$ cat config.mk
export PLATFORM = sky130hd
export DESIGN_NAME = ramarb
export DESIGN_NICKNAME = d
export VERILOG_FILES = /design/src/rtl/ramarb.sv
export SDC_FILE = /design/constraint.sdc
export NUM_CORES = 1
export LEC_CHECK = 0
export BUFFER_PORTS_ARGS = -buffer_cell sky130_fd_sc_hd__buf_4
export CAP_MARGIN = 20
export CORE_MARGIN = 3
export CORE_UTILIZATION = 29
export DETAILED_ROUTE_END_ITERATION = 8
export PLACE_DENSITY_LB_ADDON = 0.1
export SLEW_MARGIN = 20
export SYNTH_ARGS = -nofsm -noshare
export SYNTH_HDL_FRONTEND = slang
export SYNTH_SLANG_ARGS = --single-unit
$ cat constraint.sdc
create_clock -name clk -period 3.6 [get_ports clk]
set_input_delay 0.9 -clock clk [delete_from_list [all_inputs] [get_ports clk]]
set_output_delay 0.9 -clock clk [all_outputs]
set_load 0.02 [all_outputs]
$ cat src/rtl/ramarb.sv
// ramarb: round-robin arbiter placing N requesters onto one single-port RAM.
//
// Each requester presents a request (byte write mask, address, write data)
// with req_valid. One requester is granted per cycle, combinationally, and
// its fields are driven straight onto the RAM port with ram_ce. The RAM
// returns read data one cycle later. That data is steered back as a one-cycle
// rsp_valid strobe to the requester that was granted.
//
// Ports
//   clk, rst       clock, synchronous active-high reset
//   req_valid[N]   request valid per requester
//   req_ready[N]   grant (one-hot or zero), combinational
//   req_we         per-requester byte write mask, slice k at [k*DW/8 +: DW/8]
//   req_addr       per-requester address, slice k at [k*AW +: AW]
//   req_din        per-requester write data, slice k at [k*DW +: DW]
//   rsp_valid[N]   response strobe, one cycle after acceptance
//   rsp_dout       response data (zero when no response)
//   ram_ce/we/addr/din   RAM command, all zero in idle cycles
//   ram_dout       RAM read data, valid the cycle after ram_ce
module ramarb #(
    parameter int N  = 2,
    parameter int DW = 16,
    parameter int AW = 8
) (
    input  logic                  clk,
    input  logic                  rst,
    input  logic [N-1:0]          req_valid,
    output logic [N-1:0]          req_ready,
    input  logic [N*(DW/8)-1:0]   req_we,
    input  logic [N*AW-1:0]       req_addr,
    input  logic [N*DW-1:0]       req_din,
    output logic [N-1:0]          rsp_valid,
    output logic [DW-1:0]         rsp_dout,
    output logic                  ram_ce,
    output logic [DW/8-1:0]       ram_we,
    output logic [AW-1:0]         ram_addr,
    output logic [DW-1:0]         ram_din,
    input  logic [DW-1:0]         ram_dout
);

    localparam int BW = DW / 8;
    localparam int PW = (N > 1) ? $clog2(N) : 1;
    localparam logic [PW:0]   N_W  = (PW + 1)'(N);
    localparam logic [PW-1:0] LAST = PW'(N - 1);

    logic [PW-1:0] ptr_reg;
    logic [PW-1:0] ptr_next;
    logic [PW-1:0] rsp_idx_reg;
    logic          rsp_pend_reg;

    // Unpacked views of the flattened request buses.
    logic [BW-1:0] we_arr   [N];
    logic [AW-1:0] addr_arr [N];
    logic [DW-1:0] din_arr  [N];

    generate
        for (genvar gi = 0; gi < N; gi++) begin : g_unpack
            assign we_arr[gi]   = req_we[gi*BW +: BW];
            assign addr_arr[gi] = req_addr[gi*AW +: AW];
            assign din_arr[gi]  = req_din[gi*DW +: DW];
        end
    endgenerate

    // Round-robin search: rotate req_valid so that bit 0 is the requester at
    // ptr, take the lowest set bit, then map the offset back to an index.
    logic [2*N-1:0] dbl_shift;
    logic [N-1:0]   rot;
    logic [PW-1:0]  off;
    logic [PW:0]    sum;
    logic           grant_any;
    logic [PW-1:0]  grant_idx;

    always_comb begin
        dbl_shift = {req_valid, req_valid} >> ptr_reg;
        rot       = dbl_shift[N-1:0];
        off       = '0;
        grant_any = 1'b0;
        for (int i = 0; i < N; i++) begin
            if (!grant_any && rot[i]) begin
                grant_any = 1'b1;
                off       = PW'(i);
            end
        end
        // Nothing is granted while in reset.
        if (rst) begin
            grant_any = 1'b0;
        end
        sum = {1'b0, ptr_reg} + {1'b0, off};
        if (sum >= N_W) begin
            sum = sum - N_W;
        end
        grant_idx = sum[PW-1:0];
        ptr_next  = (grant_idx == LAST) ? '0 : grant_idx + 1'b1;
    end

    always_comb begin
        req_ready = '0;
        ram_ce    = 1'b0;
        ram_we    = '0;
        ram_addr  = '0;
        ram_din   = '0;
        if (grant_any) begin
            req_ready[grant_idx] = 1'b1;
            ram_ce   = 1'b1;
            ram_we   = we_arr[grant_idx];
            ram_addr = addr_arr[grant_idx];
            ram_din  = din_arr[grant_idx];
        end
    end

    always_ff @(posedge clk) begin
        if (rst) begin
            ptr_reg      <= '0;
            rsp_idx_reg  <= '0;
            rsp_pend_reg <= 1'b0;
        end else begin
            rsp_pend_reg <= grant_any;
            if (grant_any) begin
                ptr_reg     <= ptr_next;
                rsp_idx_reg <= grant_idx;
            end
        end
    end

    // Masking with rst kills the response of a request accepted just before
    // reset asserts: it would otherwise appear in the first reset cycle.
    logic rsp_active;
    assign rsp_active = rsp_pend_reg && !rst;

    generate
        for (genvar gi = 0; gi < N; gi++) begin : g_rsp
            assign rsp_valid[gi] = rsp_active && (rsp_idx_reg == PW'(gi));
        end
    endgenerate

    assign rsp_dout = rsp_active ? ram_dout : '0;

endmodule

==> parameters.txt <==
Parameter                              Value

Clock tree
  CTS-repair resized insts    0
  Number of clock sinks    3
  CTS H-Tree Depth    1
  TritonCTS clock tree    yes
  TritonCTS buffer count    3
  Post-CTS setup buffers    0
  Register clock-pin slew on the reported worst setup and hold paths    0.04 ns
  Clock root cell    sky130_fd_sc_hd__clkbuf_4
  Cts-stage hold buffer count    0
  Worst skew pair latency    0.23 ns
  Max Root-Sink Buffers    2

Setup path
  Launch point of the critical path    req_valid[1]
  Most common cell on crit path    sky130_fd_sc_hd__buf_4
  Launch point of the worst reg-to-reg path    ptr_reg
  Arrival time reported for the critical path endpoint    2.09 ns
  Crit path max-delay cell type    sky130_fd_sc_hd__a21boi_4
  Type of the worst setup path    in2out
  Largest incremental delay on the critical path    0.56 ns
  Cell family with most CP delay    compound AO/OA/AOI/OAI gates
  Critical path, cell by cell    buf_4, a21boi_4, a32oi_1, nor2_1, buf_4
  Critical Path Sink Type    output port
  Crit path max fanout    30
  Kind of start point of the critical path    primary input
  Required @ worst endpoint    2.70 ns
  Crit path buf inv count    2

GRT
  Pin count of the biggest net entering global routing    34
  First-pass GRT wire length    3990 um
  Global-route congestion overflow total    0
  Number of global-route vias before repair    972
  Total track usage    0.179
  Initial antenna violation count    0

STA
  Number of setup violations in the final report    0
  Total count of hold-check failures in the final report    0
  Headroom to the max-slew limit    0.570
  Least-Margin Pin Slew    0.644 ns
  Pins Over Slew Limit    0
  Largest clock skew in the final design    0.000175 ns
  Final worst-path cycle share    0.832
  Unrepaired setup endpoints after global routing    no
  Minimum clock period after layout    2.99 ns
  Total negative setup slack    0 ns
  Peak Freq    0.334 GHz

Route
  Drt via density    5.14
  Final routed DRC violation total    0
  DR iter-0 viols    18
  Post-detailed-route wirelength per cell    13.4 um
  Antenna violation net count after detailed routing    0
  Sum of routed wire length over all layers    3200 um
  DR pass1 iterations    4
  Routed via count    1223

Yosys
  Number of flip-flops and latches in the synthesized netlist    3
  Mapped Area    688 um^2
  Syn nets    172
  Number of instances in the synthesized netlist    100
  Count of different cell masters after synthesis    18
  Yosys warning count    0
  Share of synthesized area occupied by flip-flops and latches    0.0873
  Syn avg cell area    6.88 um^2

Floorplanning
  Count of boundary I/O pins    119
  Site Rows    17
  Starting density of the core    0.308
  Core area    2230 um^2
  Width of the die    54.7 um
  Die area    2990 um^2
  Die boundary height    54.7 um

Power and ir drop
  Switch Pwr    0.000116 W
  Total power divided by cell area    194 nW/um^2
  Proportion of power drawn by the clock network    0.202
  Combinational power share    0.672
  Cell-internal power    0.000183 W
  Max VDD drop    0.000135 V
  Sequential fraction of design power    0.126
  Leakage power figure    0.807 nW
  Share of total power consumed by net switching    0.389

Flow run
  Number of max-cap violations    0

Outcome
  Status    completed

Finish
  Final design area excluding fillers    1540 um^2
  Most common cell after layout, fill and taps aside    sky130_fd_sc_hd__buf_4
  Ratio of cells with drive above 1 in the final layout    0.590
  Highest-count cells in the layout ignoring fill and taps    sky130_fd_sc_hd__buf_4 (119), sky130_fd_sc_hd__nor2_1 (31), sky130_fd_sc_hd__a32oi_1 (26)
  Synth-to-layout area growth    124%
  Total number of nets in the final design    283
  Number of diodes added for antenna fixing    0

Hold path
  Path class of the lowest-slack min-delay path    reg2reg
  Startpoint of the most critical hold path    rsp_idx_reg

Placement
  Count of input and output buffers    118
  Gpl congestion    0.642
  Area after detailed placement    1510 um^2
  Hpwl dp    2530 um
[final timing paths]
kind	to	slack (ns)	depth (start not counted)
setup reg to reg	rsp_idx_reg	2.20	4
hold reg to reg	rsp_idx_reg	0.49	2
hold / removal	rsp_idx_reg	0.49	2
setup / recovery	ram_din[1]	0.61	5
[layout make-up]
| type | instances | area, um^2 |
|---|---|---|
| fillers | 182 | 694 |
| well taps | 28 | 35.0 |
| repair buffers | 119 | 893 |
| flip-flops and latches | 3 | 60.1 |
| multi-input cells | 84 | 524 |
| clock buffers | 4 | 26.3 |
[routing by layer]
metal  GRT usage  up-vias  part of all wire
li1            -      588                 -
met1       0.179      554              0.33
met2       0.348       81              0.54
met3      0.0409        0              0.13
met4      0.0705        0                 0
met5           0        -                 0
[kinds of logic (layout without fill, tap and decap cells)]
| kind of cell | Yosys count | in the layout | share of synthesized area |
|---|---|---|---|
| compound gates | 28 | 28 | 0.365 |
| simple gates | 56 | 56 | 0.396 |
| flops | 3 | 3 | 0.0873 |
| buf+inv | 13 | 123 | 0.151 |
[synth_stat cells]
master                     instances  area share
sky130_fd_sc_hd__nor3b_1           1       0.011
sky130_fd_sc_hd__buf_2             1      0.0073
sky130_fd_sc_hd__nor2b_2           1       0.013
sky130_fd_sc_hd__buf_4             2       0.022
sky130_fd_sc_hd__a21boi_4          1       0.027
sky130_fd_sc_hd__buf_8             2       0.044
sky130_fd_sc_hd__a21oi_1           1      0.0073
sky130_fd_sc_hd__nor2_1           31        0.17
sky130_fd_sc_hd__clkbuf_2          1      0.0073
sky130_fd_sc_hd__buf_6             3       0.049
sky130_fd_sc_hd__and2_1           18        0.16
sky130_fd_sc_hd__nor2b_1           1      0.0091
sky130_fd_sc_hd__nor3_1            1      0.0073
sky130_fd_sc_hd__clkbuf_1          4       0.022
sky130_fd_sc_hd__nand2b_1          2       0.018
sky130_fd_sc_hd__nand2_1           1      0.0054
sky130_fd_sc_hd__a32oi_1          26        0.33
sky130_fd_sc_hd__dfxtp_1           3       0.087
[worst reg2reg max path, stage by stage, from the launching register on]
cell	delay, ns
sky130_fd_sc_hd__dfxtp_1	0.39
sky130_fd_sc_hd__nand2b_1	0.43
sky130_fd_sc_hd__buf_4	0.29
sky130_fd_sc_hd__nand2_1	0.09
sky130_fd_sc_hd__a21oi_1	0.14
[power by group through the flow]
| stage | sequential (W) | clock, W | combinational [W] |
|---|---|---|---|
| 2_1_floorplan | 0.0000378 | 0 | 0.000103 |
| 3_3_place_gp | 0.0000380 | 0 | 0.000197 |
| 4_1_cts | 0.0000376 | 0.0000612 | 0.000202 |
| 5_1_grt | 0.0000378 | 0.0000634 | 0.000217 |
| 3_5_place_dp | 0.0000382 | 0 | 0.000202 |
| 6_report | 0.0000376 | 0.0000603 | 0.000201 |
[through the flow]
| step | power [W] | hold WS, ns | setup WS [ns] | cells | utilization |
|---|---|---|---|---|---|
| 4_1_cts | 0.000301 | 0.489 | 0.619 | 238 | 0.689 |
| 2_1_floorplan | 0.000141 | 0.458 | 0.961 | 100 | - |
| 3_3_place_gp | 0.000235 | 0.471 | 0.665 | 234 | 0.677 |
| 6_report | 0.000299 | 0.491 | 0.606 | 238 | 0.689 |
| 3_5_place_dp | 0.000240 | 0.485 | 0.616 | 234 | 0.677 |
| 5_1_grt | 0.000318 | 0.510 | 0.495 | 238 | 0.689 |
No activity file was read; power rests on OpenSTA's default activity.
